## src/rtl/alu_add_pkg.sv

```systemverilog
// Shared definitions for the arbitrated 16-bit adder: flag bit positions,
// flag count and the response-buffer state encoding.
package alu_add_pkg;

   localparam int FLG_CY = 0;
   localparam int FLG_S  = 1;
   localparam int FLG_ZR = 2;
   localparam int FLG_P  = 3;
   localparam int FLG_V  = 4;
   localparam int NFLAGS = 5;

   typedef enum logic {
      ST_EMPTY = 1'b0,
      ST_FULL  = 1'b1
   } state_e;

endpackage

```

## src/rtl/alu_add_arbiter_if.sv

```systemverilog
// Request/response bundle between the client pipelines and the shared adder.
// master = client side, slave = arbiter side.
interface alu_add_arbiter_if #(
   parameter int NREQ = 4,
   parameter int W    = 16,
   parameter int IDW  = $clog2(NREQ)
);
   import alu_add_pkg::*;

   logic [NREQ-1:0]   req_valid;
   logic [NREQ-1:0]   req_ready;
   logic [NREQ*W-1:0] req_x;
   logic [NREQ*W-1:0] req_y;
   logic              rsp_valid;
   logic              rsp_ready;
   logic [IDW-1:0]    rsp_id;
   logic [W-1:0]      rsp_z;
   logic [NFLAGS-1:0] rsp_flags;

   modport master (
      output req_valid, req_x, req_y, rsp_ready,
      input  req_ready, rsp_valid, rsp_id, rsp_z, rsp_flags
   );

   modport slave (
      input  req_valid, req_x, req_y, rsp_ready,
      output req_ready, rsp_valid, rsp_id, rsp_z, rsp_flags
   );

endinterface

```

## src/rtl/alu_add_core.sv

```systemverilog
// Purely combinational W-bit adder producing the sum and the five
// status flags {Overflow, Parity, Zero, Sign, Carry}.
module alu_add_core
   import alu_add_pkg::*;
#(
   parameter int W = 16
) (
   input  logic [W-1:0]      x,
   input  logic [W-1:0]      y,
   output logic [W-1:0]      z,
   output logic [NFLAGS-1:0] flags
);

   // Even parity: 1 when the word holds an even number of ones.
   function automatic logic even_parity(input logic [W-1:0] v);
      return ~^v;
   endfunction

   logic [W:0] sum_s;

   // Widened add keeps the carry out; flags are derived from the sum.
   always_comb begin
      sum_s         = {1'b0, x} + {1'b0, y};
      z             = sum_s[W-1:0];
      flags         = {NFLAGS{1'b0}};
      flags[FLG_CY] = sum_s[W];
      flags[FLG_S]  = sum_s[W-1];
      flags[FLG_ZR] = (sum_s[W-1:0] == {W{1'b0}});
      flags[FLG_P]  = even_parity(sum_s[W-1:0]);
      flags[FLG_V]  = (x[W-1] == y[W-1]) && (sum_s[W-1] != x[W-1]);
   end

endmodule

```

## src/rtl/alu_add_arbiter.sv

```systemverilog
// Round-robin arbiter in front of one shared adder with a one-entry
// registered response buffer. Build option ALU_ADD_ARB_PRIO_EN makes
// requester 0 strict-priority; the others keep round-robin among themselves.
module alu_add_arbiter
   import alu_add_pkg::*;
#(
   parameter int NREQ = 4,
   parameter int W    = 16,
   parameter int IDW  = $clog2(NREQ)
) (
   input  logic             clk,
   input  logic             rst,
   alu_add_arbiter_if.slave bus
);

   state_e            state_q, state_d;
   logic [IDW-1:0]    rr_ptr_q, rr_ptr_d;
   logic [IDW-1:0]    rsp_id_q, rsp_id_d;
   logic [W-1:0]      rsp_z_q, rsp_z_d;
   logic [NFLAGS-1:0] rsp_flags_q, rsp_flags_d;

   logic              can_accept_s;
   logic              gnt_found_s;
   logic              hit_s;
   logic [IDW-1:0]    gnt_idx_s;
   logic [NREQ-1:0]   ready_s;
   logic [W-1:0]      gnt_x_s, gnt_y_s;
   logic [W-1:0]      core_z_s;
   logic [NFLAGS-1:0] core_flags_s;

   // (base + k) mod NREQ, for the wrapping search and pointer advance.
   function automatic logic [IDW-1:0] wrap_idx(input logic [IDW-1:0] base, input int k);
      int sum_v;
      sum_v = int'(base) + k;
      return IDW'(sum_v % NREQ);
   endfunction

   // Grant: first valid requester at or after rr_ptr; nothing while the buffer
   // is blocked or reset is active, so no request slips in during reset.
   always_comb begin
      can_accept_s = !rst && ((state_q == ST_EMPTY) || bus.rsp_ready);
      gnt_idx_s    = {IDW{1'b0}};
      hit_s        = 1'b0;
`ifdef ALU_ADD_ARB_PRIO_EN
      gnt_found_s  = can_accept_s && bus.req_valid[0];
      for (int k = 0; k < NREQ; k++) begin
         hit_s       = can_accept_s && !gnt_found_s &&
                       (wrap_idx(rr_ptr_q, k) != {IDW{1'b0}}) &&
                       bus.req_valid[wrap_idx(rr_ptr_q, k)];
         gnt_idx_s   = hit_s ? wrap_idx(rr_ptr_q, k) : gnt_idx_s;
         gnt_found_s = gnt_found_s | hit_s;
      end
`else
      gnt_found_s  = 1'b0;
      for (int k = 0; k < NREQ; k++) begin
         hit_s       = can_accept_s && !gnt_found_s && bus.req_valid[wrap_idx(rr_ptr_q, k)];
         gnt_idx_s   = hit_s ? wrap_idx(rr_ptr_q, k) : gnt_idx_s;
         gnt_found_s = gnt_found_s | hit_s;
      end
`endif
      ready_s = gnt_found_s ? ({{(NREQ-1){1'b0}}, 1'b1} << gnt_idx_s) : {NREQ{1'b0}};
   end

   // Steer the winner's operands into the shared adder.
   always_comb begin
      gnt_x_s = bus.req_x[int'(gnt_idx_s)*W +: W];
      gnt_y_s = bus.req_y[int'(gnt_idx_s)*W +: W];
   end

   alu_add_core #(.W(W)) u_core (
      .x     (gnt_x_s),
      .y     (gnt_y_s),
      .z     (core_z_s),
      .flags (core_flags_s)
   );

   // Buffer FSM and response load; drain and load may share one edge.
   always_comb begin
      state_d     = state_q;
      rr_ptr_d    = rr_ptr_q;
      rsp_id_d    = rsp_id_q;
      rsp_z_d     = rsp_z_q;
      rsp_flags_d = rsp_flags_q;
      case (state_q)
         ST_EMPTY: state_d = gnt_found_s ? ST_FULL : ST_EMPTY;
         ST_FULL:  state_d = (bus.rsp_ready && !gnt_found_s) ? ST_EMPTY : ST_FULL;
         default:  state_d = ST_EMPTY;
      endcase
      if (gnt_found_s) begin
         rsp_id_d    = gnt_idx_s;
         rsp_z_d     = core_z_s;
         rsp_flags_d = core_flags_s;
`ifdef ALU_ADD_ARB_PRIO_EN
         rr_ptr_d    = (gnt_idx_s == {IDW{1'b0}}) ? rr_ptr_q : wrap_idx(gnt_idx_s, 1);
`else
         rr_ptr_d    = wrap_idx(gnt_idx_s, 1);
`endif
      end else begin
         rr_ptr_d    = rr_ptr_q;
      end
   end

   // State, pointer and response registers; reset discards any buffered result.
   always_ff @(posedge clk or posedge rst) begin
      if (rst) begin
         state_q     <= ST_EMPTY;
         rr_ptr_q    <= {IDW{1'b0}};
         rsp_id_q    <= {IDW{1'b0}};
         rsp_z_q     <= {W{1'b0}};
         rsp_flags_q <= {NFLAGS{1'b0}};
      end else begin
         state_q     <= state_d;
         rr_ptr_q    <= rr_ptr_d;
         rsp_id_q    <= rsp_id_d;
         rsp_z_q     <= rsp_z_d;
         rsp_flags_q <= rsp_flags_d;
      end
   end

   assign bus.req_ready = ready_s;
   assign bus.rsp_valid = (state_q == ST_FULL);
   assign bus.rsp_id    = rsp_id_q;
   assign bus.rsp_z     = rsp_z_q;
   assign bus.rsp_flags = rsp_flags_q;

endmodule

```

## src/flat_wrapper.sv

```systemverilog
// flat-port wrapper written by rule: the top's interface ports become plain ports
module alu_add_arbiter_flat import alu_add_pkg::*;
#(
   parameter int NREQ = 4,
   parameter int W    = 16,
   parameter int IDW  = $clog2(NREQ)
)
  (clk, rst, bus_req_valid, bus_req_x, bus_req_y, bus_rsp_ready, bus_req_ready, bus_rsp_valid, bus_rsp_id, bus_rsp_z, bus_rsp_flags);
  alu_add_arbiter_if #(.NREQ(NREQ), .W(W), .IDW(IDW)) bus_i ();
  input  logic clk;
  input  logic rst;
  input wire logic [$bits(bus_i.req_valid)-1:0] bus_req_valid;
  input wire logic [$bits(bus_i.req_x)-1:0] bus_req_x;
  input wire logic [$bits(bus_i.req_y)-1:0] bus_req_y;
  input wire logic [$bits(bus_i.rsp_ready)-1:0] bus_rsp_ready;
  output wire logic [$bits(bus_i.req_ready)-1:0] bus_req_ready;
  output wire logic [$bits(bus_i.rsp_valid)-1:0] bus_rsp_valid;
  output wire logic [$bits(bus_i.rsp_id)-1:0] bus_rsp_id;
  output wire logic [$bits(bus_i.rsp_z)-1:0] bus_rsp_z;
  output wire logic [$bits(bus_i.rsp_flags)-1:0] bus_rsp_flags;
  assign bus_i.req_valid = bus_req_valid;
  assign bus_i.req_x = bus_req_x;
  assign bus_i.req_y = bus_req_y;
  assign bus_i.rsp_ready = bus_rsp_ready;
  assign bus_req_ready = bus_i.req_ready;
  assign bus_rsp_valid = bus_i.rsp_valid;
  assign bus_rsp_id = bus_i.rsp_id;
  assign bus_rsp_z = bus_i.rsp_z;
  assign bus_rsp_flags = bus_i.rsp_flags;
  alu_add_arbiter #(.NREQ(NREQ), .W(W), .IDW(IDW)) u_core (.clk(clk), .rst(rst), .bus(bus_i));
endmodule
```

## config.mk

```make
export PLATFORM = sky130hd
export DESIGN_NAME = alu_add_arbiter_flat
export DESIGN_NICKNAME = d
export VERILOG_FILES = /design/src/rtl/alu_add_pkg.sv /design/src/rtl/alu_add_arbiter_if.sv /design/src/rtl/alu_add_core.sv /design/src/rtl/alu_add_arbiter.sv /design/src/flat_wrapper.sv
export SDC_FILE = /design/constraint.sdc
export NUM_CORES = 1
export LEC_CHECK = 0
export CORE_MARGIN = 8
export CORE_UTILIZATION = 60
export CTS_CLUSTER_DIAMETER = 60
export DETAILED_ROUTE_END_ITERATION = 10
export DONT_BUFFER_PORTS = 1
export GPL_TIMING_DRIVEN = 0
export PLACE_DENSITY = 0.76
export SYNTH_ARGS = -nofsm -noshare
export SYNTH_HDL_FRONTEND = slang
export SYNTH_SLANG_ARGS = --single-unit
```

## constraint.sdc

```tcl
create_clock -name clk -period 15.4 [get_ports clk]
set_clock_uncertainty 0.1 [all_clocks]
set_input_delay 0.77 -clock clk [delete_from_list [all_inputs] [get_ports clk]]
set_output_delay 0.77 -clock clk [all_outputs]
set_load 0.02 [all_outputs]
```

==> results of run 1 <==
## worst register-to-register path, delay by kind of cell, from the launching register on
kind | cells | cell delay (ps)
muxes | 1 | 260
and+or+nand+nor | 2 | 530
DFF | 1 | 480
adders and majority gates | 2 | 630
AOI/OAI and AO/OA | 6 | 1750
buffers and inverters | 3 | 1140
xor gates and xnor gates | 5 | 990
## cell families after synthesis
kind of cell             Yosys count
AO/OA/AOI/OAI                     96
XOR/XNOR                          19
adder cells (fa/ha/maj)           28
buffers and inverters             36
flip-flops                        25
multiplexers                      12
AND/OR/NAND/NOR                  211
## worst max path at each step
stage                     slack, ps                 endpoint                  from  cells past startpoint
final                          9410  u_core.bus.rsp_flags[3]  u_core.bus.rsp_valid                     19
after global routing           8940  u_core.bus.rsp_flags[3]  u_core.bus.rsp_valid                     19
after CTS                      9480  u_core.bus.rsp_flags[3]  u_core.bus.rsp_valid                     19
after detailed placement       9220  u_core.bus.rsp_flags[3]         bus_rsp_ready                     20
after global placement         9320  u_core.bus.rsp_flags[3]         bus_rsp_ready                     20
after floorplan               10110  u_core.bus.rsp_flags[3]      bus_req_valid[0]                     21
## cells in the final DEF, fill, tap and decap left out, drive strengths merged, types with 2 or more instances in the layout
cell    count
nand2     148
a31oi      31
and3       29
ha         27
dfrtp      25
clkbuf     25
o21ai      21
a21oi      14
inv        12
nor2       11
mux2i      10
xor2        9
xnor2       9
a21o        7
and2        7
o211ai      4
nor2b       4
o21a        4
o221ai      2
nand3       2
nand2b      2
a2111o      2
buf         2
mux2        2
## report_power, final
part           switching [mW]  internal (mW)
combinational           0.233          0.222
sequential             0.0531         0.0938
clock                  0.0211         0.0183
## metal layers
metal	global-route usage [%]	vias to the layer above	share of wire (%)	wire length, µm
met5	0	-	0	0
met4	8.92	0	2.8	260
met3	8.40	19	10	925
met2	40.5	140	47	4320
met1	26.7	1351	40	3630
li1	-	1493	-	-
## through the flow
| step | hold WS [ps] | std cells | power [mW] |
|---|---|---|---|
| final | 475 | 501 | 0.641 |
| after floorplan | 405 | 427 | 0.516 |
| after global routing | 532 | 501 | 0.703 |
| after global placement | 450 | 497 | 0.588 |
| after CTS | 480 | 501 | 0.643 |
| after detailed placement | 460 | 497 | 0.601 |
## state kept, by name, indices dropped and copies added, names as in the netlist
register	flops
u_core.bus.rsp_z	15
u_core.bus.rsp_id	2
u_core.rr_ptr_q	2
u_core.bus.rsp_flags	5
u_core.bus.rsp_valid	1
## final cells by class
| type | count | area share, % |
|---|---|---|
| clock buffers | 3 | 1.30 |
| multi-input cells | 366 | 71.5 |
| clock inverters | 1 | 0.237 |
| well taps | 70 | 2.76 |
| inverters | 12 | 1.42 |
| plain buffers | 24 | 3.00 |
| flip-flops and latches | 25 | 19.7 |
==> metrics.txt, run 1 <==
# TYPE chip_impl_metric gauge
chip_impl_metric{name="cap_viol_max_count",unit=""} 0
chip_impl_metric{name="multiInputGateArea",unit="mm²"} 0.00227
chip_impl_info{name="status",value="finished clean"} 1
chip_impl_metric{name="grt_pass1_wl",unit="µm"} 14600
chip_impl_metric{name="routedWlPerCell",unit="µm"} 18.2
chip_impl_metric{name="critical-path-max-stage-delay",unit="ps"} 480
chip_impl_info{name="holdCritPathClass",value="primary input to async pin"} 1
chip_impl_info{name="dominant_combinational_cell_family_by_area_after_synthesis",value="simple AND/OR/NAND/NOR gates"} 1
chip_impl_metric{name="cts.path.max_buffers",unit=""} 2
chip_impl_metric{name="synth_cell_type_count",unit=""} 51
chip_impl_metric{name="synth-adder-area-share",unit="%"} 11.8
chip_impl_info{name="timing.critical_path.from_type",value="flip-flop"} 1
chip_impl_metric{name="via_count_of_the_first_global_routing_pass",unit=""} 3110
chip_impl_metric{name="postSynthNetCount",unit=""} 590
chip_impl_metric{name="ys_async_sr_fraction",unit="%"} 100
chip_impl_metric{name="worst_ep_required_time",unit="ps"} 15470
chip_impl_metric{name="fin_setup_tns",unit="ps"} 0
chip_impl_metric{name="yosys-mux-area-fraction",unit="%"} 4.18
chip_impl_metric{name="power_density",unit="mW/mm²"} 202
chip_impl_metric{name="fillCellCount",unit=""} 479
chip_impl_metric{name="die_x_extent",unit="µm"} 87.0
chip_impl_metric{name="antenna_left",unit=""} 0
chip_impl_metric{name="finish.instance_area",unit="mm²"} 0.00317
chip_impl_info{name="endpoint_kind",value="flip-flop"} 1
chip_impl_metric{name="cts.repair.resized",unit=""} 0
chip_impl_metric{name="ys_seq_area_share",unit="%"} 20.7
chip_impl_info{name="yosys_most_used_dff",value="sky130_fd_sc_hd__dfrtp_1"} 1
chip_impl_metric{name="worst_pin_slew",unit="ps"} 901
chip_impl_info{name="yosysTopAreaCell",value="sky130_fd_sc_hd__dfrtp_1"} 1
chip_impl_metric{name="num_antenna_cells",unit=""} 0
chip_impl_metric{name="place_hpwl",unit="µm"} 7900
chip_impl_metric{name="wirelength",unit="µm"} 9130
chip_impl_metric{name="cts_hold_buffers",unit=""} 0
chip_impl_metric{name="fin_crit",unit="ps"} 5990
chip_impl_info{name="rsz_0062_raised_after_global_routing",value="false"} 1
chip_impl_metric{name="layout.core_utilization",unit="%"} 63.7
chip_impl_metric{name="initial_utilization",unit="%"} 60.8
chip_impl_info{name="critPathMostFrequentCell",value="sky130_fd_sc_hd__xnor2_1"} 1
chip_impl_info{name="regToRegEndpoint",value="u_core.bus.rsp_flags[3]"} 1
chip_impl_metric{name="tritoncts_num_sinks",unit=""} 25
chip_impl_metric{name="power.leakage",unit="nW"} 1.52
chip_impl_metric{name="detail_route.first_pass.iterations",unit=""} 4
chip_impl_metric{name="report.final.slew_viol_count",unit=""} 0
chip_impl_metric{name="netlist_instances",unit=""} 427
chip_impl_metric{name="post_synth.cell_area_avg",unit="µm²"} 7.09
chip_impl_metric{name="pre_cts_slack",unit="ps"} 9220
chip_impl_metric{name="initialDrtViolationCount",unit=""} 159
chip_impl_info{name="tritoncts",value="built"} 1
chip_impl_metric{name="post_cts_buffers",unit=""} 0
chip_impl_metric{name="synth_enable_flop_cells",unit=""} 0
chip_impl_metric{name="dieHeight",unit="µm"} 87.0
chip_impl_info{name="worst-setup-path-type",value="flip-flop to flip-flop"} 1
chip_impl_metric{name="core.rowCount",unit=""} 26
chip_impl_metric{name="synthToLayoutAreaGrowth",unit="%"} 4.75
chip_impl_info{name="reg2reg_from",value="u_core.bus.rsp_valid"} 1
chip_impl_metric{name="grt_max_degree",unit=""} 26
chip_impl_metric{name="vdd_ir_drop_max",unit="µV"} 131
chip_impl_metric{name="setup.reg_to_reg.worst_slack",unit="ps"} 9410
chip_impl_info{name="root_buffer",value="sky130_fd_sc_hd__clkbuf_8"} 1
chip_impl_info{name="critical_path_slowest_stage_cell",value="sky130_fd_sc_hd__dfrtp_1"} 1
chip_impl_metric{name="timing.final.setup_violations",unit=""} 0
chip_impl_metric{name="post_synth_instance_area",unit="mm²"} 0.00303
chip_impl_metric{name="globalRouteOverflowTotal",unit=""} 0
chip_impl_metric{name="detailroute.via_count",unit=""} 3003
chip_impl_metric{name="yosys.area.top_type_share",unit="%"} 20.7
chip_impl_metric{name="post-route-period-util",unit="%"} 38.9
chip_impl_metric{name="number_of_buffers_added_by_the_clock_tree_synthesis_step",unit=""} 3
chip_impl_metric{name="max_slew_headroom",unit="%"} 39.9
chip_impl_metric{name="synth-simple-area-share",unit="%"} 31.0
chip_impl_info{name="yosysMostFrequentCell",value="sky130_fd_sc_hd__nand2_1"} 1
chip_impl_metric{name="clock.fmax",unit="GHz"} 0.167
chip_impl_info{name="synthTopCellsByArea",value="sky130_fd_sc_hd__dfrtp_1 (21%), sky130_fd_sc_hd__nand2_1 (18%), sky130_fd_sc_hd__ha_1 (11%)"} 1
chip_impl_metric{name="synth-xor-area-share",unit="%"} 5.95
chip_impl_metric{name="cts-htree-levels",unit=""} 1
chip_impl_metric{name="finalHoldViolations",unit=""} 0
chip_impl_metric{name="drt-vias-per-instance",unit=""} 5.99
chip_impl_metric{name="r2r_cells",unit=""} 19
chip_impl_metric{name="place_congestion",unit=""} 0.885
chip_impl_info{name="yosys-top-cells-count",value="sky130_fd_sc_hd__nand2_1 (148), sky130_fd_sc_hd__a31oi_1 (31), sky130_fd_sc_hd__and3_1 (29)"} 1
chip_impl_metric{name="die_area",unit="mm²"} 0.00757
chip_impl_metric{name="drc_errors",unit=""} 0
chip_impl_metric{name="fraction_of_final_layout_cells_with_drive_strength_greater_than_1",unit="%"} 4.41
chip_impl_info{name="critical_path.cell_chain",value="a21oi_1 > o221ai_1 > inv_1 > clkbuf_1 > clkbuf_1 > nand2_1 > a31oi_1 > ha_1 > a2111o_1 > or4_4 > a31oi_1 > o21ai_0 > xnor2_1 > ha_1 > xor2_1 > xnor2_1 > xnor2_1 > xnor3_1 > mux2_4"} 1
chip_impl_metric{name="postPlaceCellArea",unit="mm²"} 0.00312
chip_impl_metric{name="cp.buffers_inverters",unit=""} 3
chip_impl_metric{name="clk-insertion-delay-late",unit="ps"} 260
chip_impl_metric{name="portBuffers",unit=""} 0
chip_impl_metric{name="worst-path-max-fanout",unit=""} 11
chip_impl_metric{name="grtUsageTotal",unit="%"} 23.9
chip_impl_metric{name="worst_slack",unit="ps"} 9410
chip_impl_metric{name="boundaryPins",unit=""} 163
chip_impl_metric{name="yosys_warning_count",unit=""} 0
chip_impl_metric{name="clk_pin_slew",unit="ps"} 90
chip_impl_metric{name="arrival",unit="ps"} 6050
chip_impl_info{name="critical_path.top_delay_family",value="compound AO/OA/AOI/OAI gates"} 1
chip_impl_metric{name="yosys_register_bits",unit=""} 25
chip_impl_metric{name="nNetsFinal",unit=""} 595
chip_impl_metric{name="synth_compound_area_share",unit="%"} 21.8
chip_impl_metric{name="antenna_found_initial",unit=""} 0
chip_impl_metric{name="core",unit="mm²"} 0.00498
chip_impl_metric{name="final-seq-area",unit="µm²"} 626
(Power assumes the default switching activity.)
==> inputs of run 2 (changes only) <==
--- a/config.mk
+++ b/config.mk
@@ -5,6 +5,7 @@
 export SDC_FILE = /design/constraint.sdc
 export NUM_CORES = 1
 export LEC_CHECK = 0
+export ABC_AREA = 1
 export CORE_MARGIN = 8
 export CORE_UTILIZATION = 60
 export CTS_CLUSTER_DIAMETER = 60
==> constraint.sdc (replaced) <==
create_clock -name clk -period 6.03 [get_ports clk]
set_clock_uncertainty 0.1 [all_clocks]
set_input_delay 0.3015 -clock clk [delete_from_list [all_inputs] [get_ports clk]]
set_output_delay 0.3015 -clock clk [all_outputs]
set_load 0.02 [all_outputs]
==> run 2 against run 1 <==
Against the previous run:
- sequential cell count unchanged
- largest cell class unchanged
- maximum frequency increased by 9.7%
- synthesized area increased by 10%
- utilization about the same
- non-clock buffer count increased by 3
- critical path type unchanged
- die area increased by 8.2%
- register-to-register slack got worse by 8800 ps
- sequential share of layout area decreased by 1.7 points
==> metrics.txt, run 2 <==
# TYPE chip_impl_metric gauge
chip_impl_info{name="status",value="finished clean"} 1
chip_impl_info{name="layout.cells.most_common_list",value="sky130_fd_sc_hd__nand2_1 (121), sky130_fd_sc_hd__nor2_1 (71), sky130_fd_sc_hd__o21ai_0 (55), sky130_fd_sc_hd__inv_1 (37), sky130_fd_sc_hd__o22ai_1 (29)"} 1
chip_impl_info{name="yosysMostFrequentCell",value="sky130_fd_sc_hd__nand2_1"} 1
chip_impl_metric{name="clk-insertion-delay-late",unit="ps"} 260
chip_impl_metric{name="cts_hold_buffers",unit=""} 0
chip_impl_metric{name="yosys_warning_count",unit=""} 0
chip_impl_metric{name="report.final.slew_viol_count",unit=""} 0
chip_impl_metric{name="cap_viol_max_count",unit=""} 0
chip_impl_metric{name="timing.final.setup_violations",unit=""} 0
chip_impl_metric{name="clk_pin_slew",unit="ps"} 80
chip_impl_metric{name="num_antenna_cells",unit=""} 0
chip_impl_metric{name="ys_async_sr_fraction",unit="%"} 100
chip_impl_info{name="rsz_0062_raised_after_global_routing",value="false"} 1
chip_impl_metric{name="place_hpwl",unit="µm"} 8830
chip_impl_metric{name="cts-htree-levels",unit=""} 1
chip_impl_metric{name="max_slew_headroom",unit="%"} 40.7
chip_impl_metric{name="postSynthNetCount",unit=""} 688
chip_impl_metric{name="globalRouteOverflowTotal",unit=""} 0
chip_impl_info{name="synthTopCellsByArea",value="sky130_fd_sc_hd__dfrtp_1 (19%), sky130_fd_sc_hd__nand2_1 (14%), sky130_fd_sc_hd__ha_1 (10%)"} 1
chip_impl_metric{name="die_area",unit="mm²"} 0.00819
chip_impl_metric{name="grt_pass1_wl",unit="µm"} 16800
chip_impl_metric{name="worst_pin_slew",unit="ps"} 889
chip_impl_metric{name="place_congestion",unit=""} 0.898
chip_impl_metric{name="wirelength",unit="µm"} 10400
chip_impl_metric{name="dieHeight",unit="µm"} 90.5
chip_impl_info{name="critical_path_slowest_stage_cell",value="sky130_fd_sc_hd__dfrtp_1"} 1
chip_impl_metric{name="detailroute.via_count",unit=""} 3520
chip_impl_info{name="yosys_most_used_dff",value="sky130_fd_sc_hd__dfrtp_1"} 1
chip_impl_metric{name="post_synth_instance_area",unit="mm²"} 0.00333
chip_impl_info{name="yosysTopAreaCell",value="sky130_fd_sc_hd__dfrtp_1"} 1
chip_impl_metric{name="clock.fmax",unit="GHz"} 0.183
chip_impl_metric{name="synth_cell_type_count",unit=""} 40
chip_impl_info{name="yosys-top-cells-count",value="sky130_fd_sc_hd__nand2_1 (121), sky130_fd_sc_hd__nor2_1 (71), sky130_fd_sc_hd__o21ai_0 (55)"} 1
chip_impl_metric{name="post_synth.cell_area_avg",unit="µm²"} 6.34
chip_impl_metric{name="detail_route.first_pass.iterations",unit=""} 5
chip_impl_metric{name="final-seq-area",unit="µm²"} 626
chip_impl_metric{name="grtUsageTotal",unit="%"} 24.1
chip_impl_metric{name="antenna_found_initial",unit=""} 0
chip_impl_metric{name="hold-worst-slack",unit="ps"} 4.86
chip_impl_metric{name="ys_seq_area_share",unit="%"} 18.8
chip_impl_metric{name="portBuffers",unit=""} 0
chip_impl_metric{name="antenna_left",unit=""} 0
chip_impl_metric{name="core.rowCount",unit=""} 27
chip_impl_metric{name="die_x_extent",unit="µm"} 90.5
chip_impl_metric{name="cts.path.max_buffers",unit=""} 2
chip_impl_metric{name="boundaryPins",unit=""} 163
chip_impl_metric{name="post-route-period-util",unit="%"} 90.5
chip_impl_info{name="worst-setup-path-type",value="flip-flop to flip-flop"} 1
chip_impl_metric{name="routedWlPerCell",unit="µm"} 17.4
chip_impl_metric{name="critical-path-max-stage-delay",unit="ps"} 470
chip_impl_info{name="endpoint_kind",value="flip-flop"} 1
chip_impl_metric{name="number_of_buffers_added_by_the_clock_tree_synthesis_step",unit=""} 3
chip_impl_metric{name="drc_errors",unit=""} 0
chip_impl_metric{name="finalHoldViolations",unit=""} 0
chip_impl_metric{name="layout.core_utilization",unit="%"} 63.7
chip_impl_metric{name="nNetsFinal",unit=""} 693
chip_impl_metric{name="via_count_of_the_first_global_routing_pass",unit=""} 3629
chip_impl_metric{name="synthToLayoutAreaGrowth",unit="%"} 4.06
chip_impl_metric{name="drt-vias-per-instance",unit=""} 5.86
chip_impl_metric{name="flip_flop_count_of_the_largest_register_after_layout",unit=""} 15
chip_impl_metric{name="cts.repair.resized",unit=""} 0
chip_impl_metric{name="multiInputGateArea",unit="mm²"} 0.00236
chip_impl_metric{name="cp.buffers_inverters",unit=""} 5
chip_impl_metric{name="tritoncts_num_sinks",unit=""} 25
chip_impl_metric{name="yosys_register_bits",unit=""} 25
chip_impl_metric{name="synth_enable_flop_cells",unit=""} 0
chip_impl_metric{name="core",unit="mm²"} 0.00544
chip_impl_metric{name="fin_crit",unit="ps"} 5460
chip_impl_metric{name="yosys.area.top_type_share",unit="%"} 18.8
chip_impl_metric{name="fillCellCount",unit=""} 540
chip_impl_metric{name="netlist_instances",unit=""} 525
chip_impl_metric{name="worst-path-max-fanout",unit=""} 10
chip_impl_info{name="critical_path.top_delay_family",value="simple AND/OR/NAND/NOR gates"} 1
chip_impl_info{name="critPathMostFrequentCell",value="sky130_fd_sc_hd__nand2_1"} 1
chip_impl_metric{name="arrival",unit="ps"} 5520
chip_impl_info{name="root_buffer",value="sky130_fd_sc_hd__clkbuf_8"} 1
chip_impl_metric{name="grt_max_degree",unit=""} 26
chip_impl_info{name="final_common_cell",value="sky130_fd_sc_hd__nand2_1"} 1
chip_impl_metric{name="fraction_of_final_layout_cells_with_drive_strength_greater_than_1",unit="%"} 11.3
chip_impl_metric{name="post_cts_buffers",unit=""} 0
chip_impl_metric{name="initialDrtViolationCount",unit=""} 148
chip_impl_metric{name="worst_ep_required_time",unit="ps"} 6090
chip_impl_info{name="timing.critical_path.from_type",value="flip-flop"} 1
chip_impl_info{name="tritoncts",value="built"} 1
chip_impl_metric{name="initial_utilization",unit="%"} 61.2
chip_impl_info{name="holdCritPathClass",value="primary input to async pin"} 1
chip_impl_metric{name="fin_setup_tns",unit="ps"} 0
==> run 2: cell count changes after synthesis, moves of 10 or more <==
| cell | delta |
|---|---|
| sky130_fd_sc_hd__buf_2 | +14 |
| sky130_fd_sc_hd__mux2i_1 | -10 |
| sky130_fd_sc_hd__a31oi_1 | -30 |
| sky130_fd_sc_hd__and3_1 | -29 |
| sky130_fd_sc_hd__o21ai_1 | +24 |
| sky130_fd_sc_hd__nor2_1 | +60 |
| sky130_fd_sc_hd__clkbuf_1 | -22 |
| sky130_fd_sc_hd__o22ai_1 | +28 |
| sky130_fd_sc_hd__nand2_1 | -27 |
| sky130_fd_sc_hd__nand2_2 | +10 |
| sky130_fd_sc_hd__inv_1 | +25 |
| sky130_fd_sc_hd__o21ai_0 | +35 |
| sky130_fd_sc_hd__nand3_1 | +26 |
==> run 2: area by class of cell <==
cell class / instances / area share [%]
clock buffer: 4 / 1.30
buffer: 27 / 5.02
sequential: 25 / 18.1
multi-input combinational: 430 / 68.1
tap: 72 / 2.60
inverter: 43 / 4.95
==> run 2: per-stage QoR <==
step | instance area, µm² | instances | setup WS [ps]
4_1_cts | 3470 | 601 | 584
2_1_floorplan | 3330 | 525 | 1320
6_report | 3470 | 601 | 573
5_1_grt | 3470 | 601 | 12.9
3_3_place_gp | 3420 | 597 | 764
3_5_place_dp | 3420 | 597 | 628
==> run 2: kinds of logic (layout without fill, tap and decap cells) <==
| family | Yosys count | in the layout | synth area share [%] |
|---|---|---|---|
| compound gates | 134 | 134 | 22.5 |
| xor+xnor | 15 | 15 | 3.94 |
| fa+ha+maj | 28 | 28 | 10.7 |
| buf+inv | 70 | 74 | 10.4 |
| flops | 25 | 25 | 18.8 |
| simple gates | 253 | 253 | 33.7 |
==> run 2: routing by layer <==
| layer | vias to the layer above | routed length (µm) | track usage [%] | share of wire (%) |
|---|---|---|---|---|
| li1 | 1773 | - | - | - |
| met4 | 0 | 214 | 8.04 | 2.0 |
| met3 | 18 | 870 | 6.32 | 8.3 |
| met2 | 150 | 5100 | 41.6 | 49 |
| met1 | 1579 | 4250 | 28.1 | 41 |
| met5 | - | 0 | 0 | 0 |
==> run 2: path summary, 6_finish.rpt <==
path / startpoint / to / slack, ps / depth (start not counted)
hold reg to reg: u_core.bus.rsp_z[12] / u_core.bus.rsp_z[12] / 530 / 2
setup reg to reg: u_core.bus.rsp_valid / u_core.bus.rsp_flags[3] / 570 / 32
min in group clk: bus_rsp_ready / u_core.bus.rsp_valid / 50 / 1
setup / recovery: u_core.bus.rsp_valid / u_core.bus.rsp_flags[3] / 570 / 32
hold / removal: rst / u_core.bus.rsp_z[4] / 5 / 1
max in group asynchronous: rst / u_core.bus.rsp_z[8] / 5280 / 1
Power of run 2 is not shown: default switching activity piles up to over one toggle a cycle in this logic, so the estimate is an artifact.
